[src/rtl/crossbar_ctrl.sv]
// Sequencer that turns host commands into registered crossbar line/strobe patterns and returns one response per command.
// Optional FORM_ALL support is built only when CROSSBAR_CTRL_FORM_EN is defined; otherwise op 2 is rejected as illegal.
module crossbar_ctrl (
  input  logic       clk,
  input  logic       rst,
  input  logic       cmd_valid,
  output logic       cmd_ready,
  input  logic [1:0] cmd_op,
  input  logic [2:0] cmd_row,
  input  logic [7:0] cmd_data,
  output logic [7:0] bitline,
  output logic [7:0] wordline,
  output logic [7:0] selectline,
  output logic       wenable,
  output logic       form,
  output logic       mac,
  input  logic [7:0] xbar_out,
  output logic       rsp_valid,
  input  logic       rsp_ready,
  output logic [7:0] rsp_data,
  output logic       rsp_err
);

  typedef enum logic [2:0] {
    IDLE, WR_DRIVE, MAC_DRIVE, MAC_SAMPLE, FORM_ROW, GAP, RESP
  } state_t;

  state_t     state, state_nx;
  logic [7:0] bl_nx, wl_nx, sl_nx, rsp_data_nx;
  logic       wen_nx, mac_nx, rsp_err_nx;
`ifdef CROSSBAR_CTRL_FORM_EN
  logic [2:0] row_cnt, row_cnt_nx;
  logic       form_nx;
`endif

  // Outputs are registered, so the next line pattern is decided alongside the next state.
  always_comb begin
    state_nx    = state;
    bl_nx       = '0;
    wl_nx       = '0;
    sl_nx       = '0;
    wen_nx      = 1'b0;
    mac_nx      = 1'b0;
    rsp_data_nx = rsp_data;
    rsp_err_nx  = rsp_err;
`ifdef CROSSBAR_CTRL_FORM_EN
    row_cnt_nx  = row_cnt;
    form_nx     = 1'b0;
`endif
    case (state)
      IDLE: begin
        if (cmd_valid && cmd_ready) begin
          case (cmd_op)
            2'd0: begin
              state_nx = WR_DRIVE;
              wl_nx    = 8'd1 << cmd_row;
              bl_nx    = cmd_data;
              sl_nx    = ~cmd_data;
              wen_nx   = 1'b1;
            end
            2'd1: begin
              state_nx = MAC_DRIVE;
              wl_nx    = cmd_data;
              mac_nx   = 1'b1;
            end
`ifdef CROSSBAR_CTRL_FORM_EN
            2'd2: begin
              state_nx   = FORM_ROW;
              row_cnt_nx = 3'd0;
              wl_nx      = 8'h01;
              bl_nx      = 8'hFF;
              form_nx    = 1'b1;
            end
`endif
            default: begin
              state_nx    = RESP;
              rsp_err_nx  = 1'b1;
              rsp_data_nx = 8'h00;
            end
          endcase
        end
      end
      WR_DRIVE:  state_nx = GAP;
      MAC_DRIVE: state_nx = MAC_SAMPLE;
      MAC_SAMPLE: begin
        state_nx    = RESP;
        rsp_data_nx = xbar_out;
        rsp_err_nx  = 1'b0;
      end
`ifdef CROSSBAR_CTRL_FORM_EN
      FORM_ROW: begin
        if (row_cnt == 3'd7) begin
          state_nx   = GAP;
          row_cnt_nx = 3'd0;
        end else begin
          row_cnt_nx = row_cnt + 3'd1;
          wl_nx      = 8'd1 << (row_cnt + 3'd1);
          bl_nx      = 8'hFF;
          form_nx    = 1'b1;
        end
      end
`endif
      GAP: begin
        state_nx    = RESP;
        rsp_data_nx = 8'h00;
        rsp_err_nx  = 1'b0;
      end
      RESP: begin
        if (rsp_ready) begin
          state_nx    = IDLE;
          rsp_data_nx = 8'h00;
          rsp_err_nx  = 1'b0;
        end
      end
      default: state_nx = IDLE;
    endcase
  end

  always_ff @(posedge clk or posedge rst) begin
    if (rst) begin
      state      <= IDLE;
      cmd_ready  <= 1'b0;
      bitline    <= '0;
      wordline   <= '0;
      selectline <= '0;
      wenable    <= 1'b0;
      mac        <= 1'b0;
      rsp_valid  <= 1'b0;
      rsp_data   <= '0;
      rsp_err    <= 1'b0;
    end else begin
      state      <= state_nx;
      cmd_ready  <= (state_nx == IDLE);
      bitline    <= bl_nx;
      wordline   <= wl_nx;
      selectline <= sl_nx;
      wenable    <= wen_nx;
      mac        <= mac_nx;
      rsp_valid  <= (state_nx == RESP);
      rsp_data   <= rsp_data_nx;
      rsp_err    <= rsp_err_nx;
    end
  end

`ifdef CROSSBAR_CTRL_FORM_EN
  always_ff @(posedge clk or posedge rst) begin
    if (rst) begin
      row_cnt <= 3'd0;
      form    <= 1'b0;
    end else begin
      row_cnt <= row_cnt_nx;
      form    <= form_nx;
    end
  end
`else
  assign form = 1'b0;
`endif

endmodule

[config.mk]
export PLATFORM = sky130hd
export DESIGN_NAME = crossbar_ctrl
export DESIGN_NICKNAME = d
export VERILOG_FILES = /design/src/rtl/crossbar_ctrl.sv
export SDC_FILE = /design/constraint.sdc
export NUM_CORES = 1
export LEC_CHECK = 0
export ABC_CLOCK_PERIOD_IN_PS = 2700
export BUFFER_PORTS_ARGS = -buffer_cell sky130_fd_sc_hd__clkbuf_2
export CORE_UTILIZATION = 51
export CTS_BUF_LIST = sky130_fd_sc_hd__clkbuf_16
export DETAILED_ROUTE_END_ITERATION = 7
export PLACE_DENSITY_LB_ADDON = 0.3
export SYNTH_ARGS = -nofsm -noshare
export SYNTH_HDL_FRONTEND = slang
export SYNTH_SLANG_ARGS = --single-unit
[constraint.sdc]
create_clock -name clk -period 2.7 [get_ports clk]
set_input_delay 0.135 -clock clk [delete_from_list [all_inputs] [get_ports clk]]
set_output_delay 0.135 -clock clk [all_outputs]
set_load 0.01 [all_outputs]
==> metrics, run 1 <==
ant diodes=0; Yosys warning count=0; clk sink count=40; number of synthesized flops with an enable pin=0; Routed WL=3.66 mm; Setup Viol. Count Final=0; Core Area=0.00305 mm^2; crit-path max FO=10; hold crit path type=in2reg; Synth top cells by count=dfrtp_1 (40), nor2_1 (20), nand2_1 (11); # Post-CTS Setup Buffers=0; initial core utilization=53.9%; count of final hold-check violations=0; mapped cell area=0.00165 mm^2; Final Non-Filler Cells=256; Layout area overhead=32.5%; final setup TNS=0 ns; Async SR Flop Fraction=100%; largest net degree at the start of global routing=41; crit path launch type=flop; Die Width=58.8 um; dpl hpwl=2.44 mm; DP Area=0.00196 mm^2; arrival time of the worst setup path=1.99 ns; vias in the first global route=1276; antenna violations before repair=0; antenna-violating nets left=0; final worst path period share=65.8%; CTS Buf Count=5; H-tree Lvls=2; relative slew slack=56.5%; drt first pass iters=4; Synth Flop Type=dfrtp_1; actual slew at the worst max-slew pin=0.649 ns; first-pass GRT wire length=5.84 mm; register area share after synthesis=60.8%; RSZ-0062 raised after global routing=false; Crit Path Class=reg2reg; synthesized net count=176; drt wl/cell=14.3 um; Post-Synthesis Cells=151; worst-case clock buffer depth=2; top post-synthesis cells by area=dfrtp_1 (61%), nor2_1 (4.6%), o211ai_1 (3.7%); Worst-path clk slew=0.06 ns; Core Util, Final=71.4%; met1 usage=28.3%; area share of the largest cell type after synthesis=60.8%; Final nets=236; Syn Area/Cell=10.9 um^2; via count=1332; CTS root buffer=clkbuf_16; grt ovf=0; TritonCTS clock tree=built; Most Crowded Layer GR=met2; die footprint=0.00346 mm^2; Hold Slack=0.0342 ns; critical path endpoint category=flop; Slew Limit Fails=0; Worst-Skew Late Latency=0.28 ns; Ports=63; distinct cell type count after synthesis=35; M3 GR Usage=5.71%; Buffers on Ports=61; post-route clock skew=0.00385 ns; Rows=20; outcome=completed; min cycle time layout=1.78 ns; count leader, synth=dfrtp_1; Peak VDD IR=0.602 mV; Placer Congestion=0.793; drt via density=5.20; GRT Overall Usage=23.2%; Die Ht=58.8 um; drt drc=0; fillcell total=238; layout cell share with drive strength beyond 1=34.4%; initial DRC count=44; fin area=0.00218 mm^2; Critical Path RT=2.91 ns; number of max-cap violations=0; largest area contributor in the synthesized netlist=dfrtp_1; M2 GR Usage=38.5%; placed insts=247; Leakage=1.12 nW; f_max=0.563 GHz; PD cells=1010 mW/mm^2; number of synthesized register bits=40
==> critical path: stages, from the launching register on <==
cell and delay [ns]:
dfrtp_1 0.49, nand4bb_4 0.30, or4_1 0.64, clkinv_4 0.15, and2_1 0.14
==> power by group <==
group	leakage, nW	internal (mW)	switching [mW]
sequential	0.544	0.712	0.144
clock	0.104	0.622	0.221
combinational	0.472	0.222	0.281
==> final timing paths <==
kind | end | from | slack (ns) | depth (start not counted)
hold / removal | selectline[4] | cmd_data[4] | 0.03 | 2
max in group asynchronous | selectline[1] | rst | 1.87 | 4
hold reg to reg | rsp_err | rsp_err | 0.55 | 2
setup / recovery | bitline[6] | state[0] | 0.92 | 4
min in group asynchronous | rsp_data[1] | rst | 0.50 | 4
setup reg to reg | bitline[6] | state[0] | 0.92 | 4
==> metal layers <==
metal | vias up | wire (um)
li1 | 629 | -
met1 | 646 | 1520
met2 | 49 | 1870
met3 | 8 | 200
met4 | 0 | 73
met5 | - | 0
==> stage by stage <==
| stage | setup WS [ns] | power, mW |
|---|---|---|
| after CTS | 0.924 | 2.20 |
| after floorplan | 1.19 | 1.18 |
| final | 0.924 | 2.20 |
| after detailed placement | 0.962 | 1.35 |
| after global routing | 0.823 | 2.30 |
| after global placement | 1.03 | 1.32 |
==> flip-flops by register name, summed over array words and instances, names as in the netlist <==
signal	cells
bitline	8
rsp_data	8
selectline	8
wordline	8
state	3
cmd_ready	1
mac	1
rsp_err	1
rsp_valid	1
wenable	1
==> layout make-up <==
| class | instances | area (um^2) | share of cell area [%] |
|---|---|---|---|
| Inverter | 11 | 46.3 | 2.12 |
| Multi-Input combinational cell | 90 | 541 | 24.8 |
| Sequential cell | 40 | 1000 | 45.9 |
| Clock inverter | 3 | 90.1 | 4.13 |
| Clock buffer | 5 | 125 | 5.74 |
| Tap cell | 44 | 55.1 | 2.52 |
| Timing Repair Buffer | 63 | 323 | 14.8 |
==> cell families after synthesis <==
| logic type | Yosys count | synth area share, % |
|---|---|---|
| compound gates | 25 | 11.0 |
| xor+xnor | 1 | 0.532 |
| simple gates | 63 | 21.1 |
| other cells | 1 | 0.228 |
| flops | 40 | 60.8 |
| buf+inv | 21 | 6.31 |
==> layout by cell type, fill, tap and decap left out, types with 2 or more instances in the layout <==
cell type  count
o21ai_0        3
a22oi_1        6
clkbuf_16      5
nand2b_1       2
a32oi_1        2
inv_1         10
nand2_1       11
nor3b_1        2
and2_1         8
nor2b_1        4
o211ai_1       8
nand4_1        8
clkbuf_2      61
nor2_1        20
dfrtp_1       40
bufinv_16      3
==> timing repair <==
action / CTS / global route
resized for setup: 0 / 0
hold buffers: 1 / 0
endpoints found under the hold margin: 40 / 0
setup endpoints to repair: 0 / 0
No activity file was read; power rests on OpenSTA's default activity.
==> inputs of run 2 (changes only) <==
Settings changed: ABC_AREA set to 1, ABC_CLOCK_PERIOD_IN_PS 2700 to 1520, CORE_UTILIZATION 51 to 42.
Clock period 2.7 ns to 1.52 ns, I/O delays scaled along.
==> metrics, run 2 <==
min cycle time layout=1.35 ns (was 1.78 ns); crit-path cells=nor2_2 -> nand2_2 -> nor2_4 -> nand3_4 -> nand3_1 -> nor2_1 (was nand4bb_4 -> or4_1 -> clkinv_4 -> and2_1); Leakage=1.25 nW (was 1.12 nW); post-synthesis adder-cell area fraction=0% (unchanged); Final nets=257 (was 236); met1 wire length=1.28 mm (was 1.52 mm); fin area=0.00215 mm^2 (was 0.00218 mm^2); Routed WL=3.01 mm (was 3.66 mm); via count=1258 (was 1332); CTS Buf Count=5 (unchanged); largest area contributor in the synthesized netlist=dfrtp_1 (unchanged); capture point of the worst reg-to-reg path=cmd_ready (was bitline[6]); Synth Area in XOR/XNOR=0% (was 0.532%); drt first pass iters=4 (unchanged); grt ovf=0 (unchanged); ant diodes=0 (unchanged); Core Area=0.00339 mm^2 (was 0.00305 mm^2); Yosys warning count=0 (unchanged); flop2flop setup slack=0.17 ns (was 0.92 ns); largest net degree at the start of global routing=41 (unchanged); vias in the first global route=1116 (was 1276); met2 WL=1.56 mm (was 1.87 mm); Rows=21 (was 20); Layout area overhead=42.1% (was 32.5%); initial DRC count=50 (was 44); top post-synthesis cells by area=dfrtp_1 (66%), nand2_1 (9.2%), nor2_1 (6.2%) (was dfrtp_1 (61%), nor2_1 (4.6%), o211ai_1 (3.7%)); number of synthesized register bits=40 (unchanged); antenna-violating nets left=0 (unchanged); drt wl/cell=10.8 um (was 14.3 um); Hold Slack=0.00745 ns (was 0.0342 ns); Worst-Skew Late Latency=0.28 ns (about the same); die footprint=0.00385 mm^2 (was 0.00346 mm^2); post-route clock skew=0.00401 ns (was 0.00385 ns); drt drc=0 (unchanged); r2r startpoint=state[1] (was state[0]); Peak VDD IR=0.726 mV (was 0.602 mV); Buffers on Ports=61 (unchanged); Synth Area in Compound Gates=3.39% (was 11.0%); Die Width=62.0 um (was 58.8 um); crit-path max FO=17 (was 10); hold crit path type=in2reg (unchanged); count leader, synth=dfrtp_1 (unchanged); outcome=completed (unchanged); RSZ-0062 raised after global routing=false (unchanged); layout cell share with drive strength beyond 1=31.9% (was 34.4%); DP Area=0.00187 mm^2 (was 0.00196 mm^2); CTS root buffer=clkbuf_16 (unchanged); first-pass GRT wire length=4.70 mm (was 5.84 mm); DR WL met3=124 um (was 200 um); highest metal used=met4 (unchanged); drt via density=4.53 (was 5.20); H-tree Lvls=2 (unchanged); cts hold-fix bufs=10 (was 1); mapped cell area=0.00151 mm^2 (was 0.00165 mm^2); number of synthesized flops with an enable pin=0 (unchanged); Syn Area/Cell=9.77 um^2 (was 10.9 um^2); Placer Congestion=0.872 (was 0.793); Synth top cells by count=dfrtp_1 (40), nand2_1 (37), nor2_1 (25) (was dfrtp_1 (40), nor2_1 (20), nand2_1 (11)); final worst path period share=89.0% (was 65.8%); Core Util, Final=63.5% (was 71.4%); Die Ht=62.0 um (was 58.8 um); dpl hpwl=2.17 mm (was 2.44 mm); commonest non-fill, non-tap cell in the layout=clkbuf_2 (unchanged); largest family of logic cells by synthesized area=simple AND/OR/NAND/NOR gates (unchanged); Hold Startpoint=xbar_out[4] (was cmd_data[4]); distinct cell type count after synthesis=15 (was 35); Critical-path top delay cell=dfrtp_1 (was or4_1); GRT Overall Usage=17.0% (was 23.2%); count of final hold-check violations=0 (unchanged); antenna violations before repair=0 (unchanged); Synth Flop Type=dfrtp_1 (unchanged); Slew Limit Fails=0 (unchanged); Async SR Flop Fraction=100% (unchanged); f_max=0.739 GHz (was 0.563 GHz); Ports=63 (unchanged); # Post-CTS Setup Buffers=0 (unchanged); register area share after synthesis=66.1% (was 60.8%); worst-case reg-to-reg path depth=6 (was 4); clk sink count=40 (unchanged); synthesized net count=180 (was 176); arrival time of the worst setup path=1.51 ns (was 1.99 ns); final setup TNS=0 ns (unchanged); worst hold stages=3 (was 2); critical path endpoint category=flop (unchanged); PD cells=1550 mW/mm^2 (was 1010 mW/mm^2); Synth Area in Simple Gates=24.3% (was 21.1%); Critical Path RT=1.68 ns (was 2.91 ns); worst-case clock buffer depth=2 (unchanged); Post-Synthesis Cells=155 (was 151); commonest cells after routing, fill and taps aside=clkbuf_2 (61), dfrtp_1 (40), nand2_1 (37), nor2_1 (25), inv_1 (19) (was clkbuf_2 (61), dfrtp_1 (40), nor2_1 (20), nand2_1 (11), inv_1 (10)); Worst-path clk slew=0.05 ns (was 0.06 ns); TritonCTS clock tree=built (unchanged); CTS resizes=0 (unchanged); crit path launch type=flop (unchanged); Power Total=3.33 mW (was 2.20 mW); number of max-cap violations=0 (unchanged); max incr delay on CP=0.42 ns (was 0.64 ns); initial core utilization=44.7% (was 53.9%); post-synthesis mux area share=0% (unchanged); Setup Viol. Count Final=0 (unchanged); Crit Path Class=reg2reg (unchanged); WHS Endpoint=rsp_data[4] (was selectline[4]); area share of the largest cell type after synthesis=66.1% (was 60.8%)
-- run 2: cell types whose count changed after synthesis, moves of 4 or more --
cell / before / now
a22oi_1: 6 / 0
and2_1: 8 / 0
clkbuf_1: 5 / 0
inv_1: 10 / 19
nand2_1: 11 / 37
nand3_1: 0 / 15
nand4_1: 8 / 3
nor2_1: 20 / 25
nor2b_1: 4 / 0
o211ai_1: 8 / 0
o21ai_0: 3 / 8
-- run 2: power by group --
group / internal (mW) / switching [mW] / total, mW
clock network: 0.930 / 0.375 / 1.30
logic: 0.256 / 0.447 / 0.703
registers: 1.22 / 0.101 / 1.32
total: 2.40 / 0.923 / 3.33
-- run 2: per-stage QoR --
step / worst slack, ns / std cells
CTS: 0.132 / 278
floorplan: 0.346 / 155
global route: 0.00880 / 278
finish: 0.168 / 278
global placement: 0.214 / 261
detailed placement: 0.152 / 261
-- run 2: metal layers --
| metal | vias up | track usage (%) |
|---|---|---|
| li1 | 632 | - |
| met1 | 583 | 21.1 |
| met2 | 39 | 28.6 |
| met3 | 4 | 4.76 |
| met4 | 0 | 6.03 |
| met5 | - | 0 |
-- run 2: kinds of logic (layout without fill, tap and decap cells) --
family          count (synthesis)  after routing
simple gates                   84             84
other cells                     1              1
buf+inv                        21             98
compound gates                  9              9
flops                          40             40
-- run 2: how the worst max path moves through the flow --
| stage | start | endpoint | slack, ns | depth (start not counted) |
|---|---|---|---|---|
| finish | state[1] | cmd_ready | 0.17 | 6 |
| global route | state[1] | wordline[5] | 0.009 | 5 |
| detailed placement | state[1] | cmd_ready | 0.15 | 6 |
| CTS | state[1] | cmd_ready | 0.13 | 6 |
| floorplan | state[1] | bitline[4] | 0.35 | 6 |
| global placement | state[1] | cmd_ready | 0.21 | 6 |
-- run 2: critical path: cells and delay by family, from the launching register on --
family | cells | cell delay (ns)
simple gates | 6 | 0.82
flops | 1 | 0.42
-- run 2: area by class of cell --
| cell class | count | area (um^2) |
|---|---|---|
| fillers | 286 | 1240 |
| clock inverters | 2 | 60.1 |
| flip-flops and latches | 40 | 1000 |
| clock buffers | 5 | 125 |
| inverters | 19 | 71.3 |
| well taps | 46 | 57.6 |
| multi-input cells | 94 | 423 |
| repair buffers | 72 | 413 |
==> inputs of run 3 (changes only) <==
Settings changed: ABC_AREA 1 to 0, CORE_UTILIZATION 42 to 43.
==> metrics, run 3 (synthesis gave the netlist of run 1 again) <==
Ports=63 (unchanged); crit path launch type=flop (unchanged); dpl hpwl=2.47 mm (was 2.17 mm); outcome=completed (unchanged); arrival time of the worst setup path=1.67 ns (was 1.51 ns); post-route clock skew=0.00316 ns (was 0.00401 ns); f_max=0.690 GHz (was 0.739 GHz); Die Width=63.9 um (was 62.0 um); Routed WL=3.55 mm (was 3.01 mm); worst-case reg-to-reg path depth=5 (was 6); critical path endpoint category=flop (unchanged); crit-path max FO=10 (was 17); Rows=22 (was 21); TritonCTS clock tree=built (unchanged); Placer Congestion=0.795 (was 0.872); GRT Overall Usage=19.4% (was 17.0%); via count=1361 (was 1258); max incr delay on CP=0.42 ns (about the same); fillcell total=298 (was 286); CTS root buffer=clkbuf_16 (unchanged); drt via density=4.93 (was 4.53); grt ovf=0 (unchanged); ant diodes=0 (unchanged); drt first pass iters=4 (unchanged); largest net degree at the start of global routing=41 (unchanged); Core Util, Final=62.2% (was 63.5%); Layout area overhead=38.5% (was 42.1%); Die Ht=63.9 um (was 62.0 um); CTS Buf Count=5 (unchanged); Buffers on Ports=61 (unchanged); Worst-Skew Late Latency=0.28 ns (about the same); CP Depth=5 (was 6); drt wl/cell=12.8 um (was 10.8 um); first-pass GRT wire length=5.93 mm (was 4.70 mm); count of final hold-check violations=0 (unchanged); final setup TNS=0 ns (unchanged); number of max-cap violations=0 (unchanged); Crit Path Class=reg2reg (unchanged); register area=0.00100 mm^2 (unchanged); min cycle time layout=1.45 ns (was 1.35 ns); antenna-violating nets left=0 (unchanged); Worst-path clk slew=0.06 ns (was 0.05 ns); commonest cells after routing, fill and taps aside=clkbuf_2 (61), dfrtp_1 (40), nor2_1 (20), nand2_1 (11), buf_4 (11) (was clkbuf_2 (61), dfrtp_1 (40), nand2_1 (37), nor2_1 (25), inv_1 (19)); CP bufs+invs=2 (was 0); Leakage=1.17 nW (was 1.25 nW); Critical-path top delay cell=or4_1 (was dfrtp_1); Final nets=252 (was 257); Core Area=0.00366 mm^2 (was 0.00339 mm^2); Top delay family on crit path=simple AND/OR/NAND/NOR gates (unchanged); H-tree Lvls=2 (unchanged); RSZ-0062 raised after global routing=false (unchanged); die footprint=0.00408 mm^2 (was 0.00385 mm^2); worst hold stages=2 (was 3); layout cell share with drive strength beyond 1=36.8% (was 31.9%); crit-path cells=nand4bb_4 -> or4_1 -> buf_6 -> clkinv_4 -> and2_1 (was nor2_2 -> nand2_2 -> nor2_4 -> nand3_4 -> nand3_1 -> nor2_1); drt drc=0 (unchanged); Peak VDD IR=0.984 mV (was 0.726 mV); initial core utilization=44.9% (was 44.7%); Critical Path RT=1.74 ns (was 1.68 ns); commonest non-fill, non-tap cell in the layout=clkbuf_2 (unchanged); Slew Limit Fails=0 (unchanged); initial DRC count=60 (was 50); clk sink count=40 (unchanged); antenna violations before repair=0 (unchanged); Multi-input gate area=541 um^2 (was 423 um^2); final worst path period share=95.3% (was 89.0%); worst-case clock buffer depth=2 (unchanged); vias in the first global route=1274 (was 1116); hold crit path type=in2reg (unchanged); Setup Viol. Count Final=0 (unchanged); PD cells=1640 mW/mm^2 (was 1550 mW/mm^2)
-- run 3: cell types whose count changed in the layout (fill, tap and decap cells not counted), moves of 6 or more --
| cell | change |
|---|---|
| and2_1 | +8 |
| a22oi_1 | +6 |
| buf_4 | +10 |
| o211ai_1 | +8 |
| inv_1 | -9 |
| nand3_1 | -15 |
| nand2_1 | -26 |
-- run 3: layout make-up --
class | instances | share of cell area [%]
Sequential cell | 40 | 43.9
Multi-Input combinational cell | 90 | 23.7
Timing Repair Buffer | 79 | 20.2
Clock buffer | 5 | 5.49
Tap cell | 48 | 2.64
Clock inverter | 3 | 2.03
Inverter | 11 | 2.03
-- run 3: per-stage QoR --
| stage | worst slack [ns] | hold WS (ns) | total power, mW | cells | area (um^2) |
|---|---|---|---|---|---|
| 2_1_floorplan | 0.0108 | 0.142 | 2.10 | 151 | 1650 |
| 3_3_place_gp | 0.0809 | 0.208 | 2.51 | 261 | 2040 |
| 3_5_place_dp | 0.0494 | 0.207 | 2.53 | 261 | 2040 |
| 4_1_cts | 0.0355 | 0.00528 | 3.75 | 275 | 2270 |
| 5_1_grt | 0.00236 | 0.00791 | 3.96 | 276 | 2280 |
| 6_report | 0.0709 | 0.00913 | 3.74 | 276 | 2280 |
-- run 3: final timing paths --
check | start | endpoint | slack (ns)
worst max-delay path | state[0] | bitline[3] | 0.07
worst min-delay path | cmd_data[0] | selectline[0] | 0.009
worst max register to register | state[0] | bitline[3] | 0.07
worst min register to register | rsp_err | rsp_err | 0.55
max in group asynchronous | rst | wordline[4] | 0.74
min in group asynchronous | rst | rsp_data[6] | 0.44
-- run 3: per-layer routing --
| metal | global-route usage (%) | vias up | wire (um) |
|---|---|---|---|
| met1 | 26.0 | 637 | 1590 |
| li1 | - | 661 | - |
| met4 | 8.81 | 0 | 97 |
| met5 | 0 | - | 0 |
| met2 | 28.5 | 53 | 1640 |
| met3 | 6.07 | 10 | 217 |
-- run 3: power by group --
group	leakage, nW	internal (mW)	switching (mW)	total (mW)
Sequential	0.544	1.27	0.151	1.42
Combinational	0.548	0.531	0.600	1.13
Clock	0.0804	0.779	0.415	1.19
Total	1.17	2.58	1.16	3.74
-- run 3: timing repair --
item | CTS | global route
hold buffers | 6 | 0
gates resized for setup | 0 | 1
hold endpoints to repair | 45 | 0
setup buffers | 0 | 1
endpoints found under the setup margin | 0 | 8
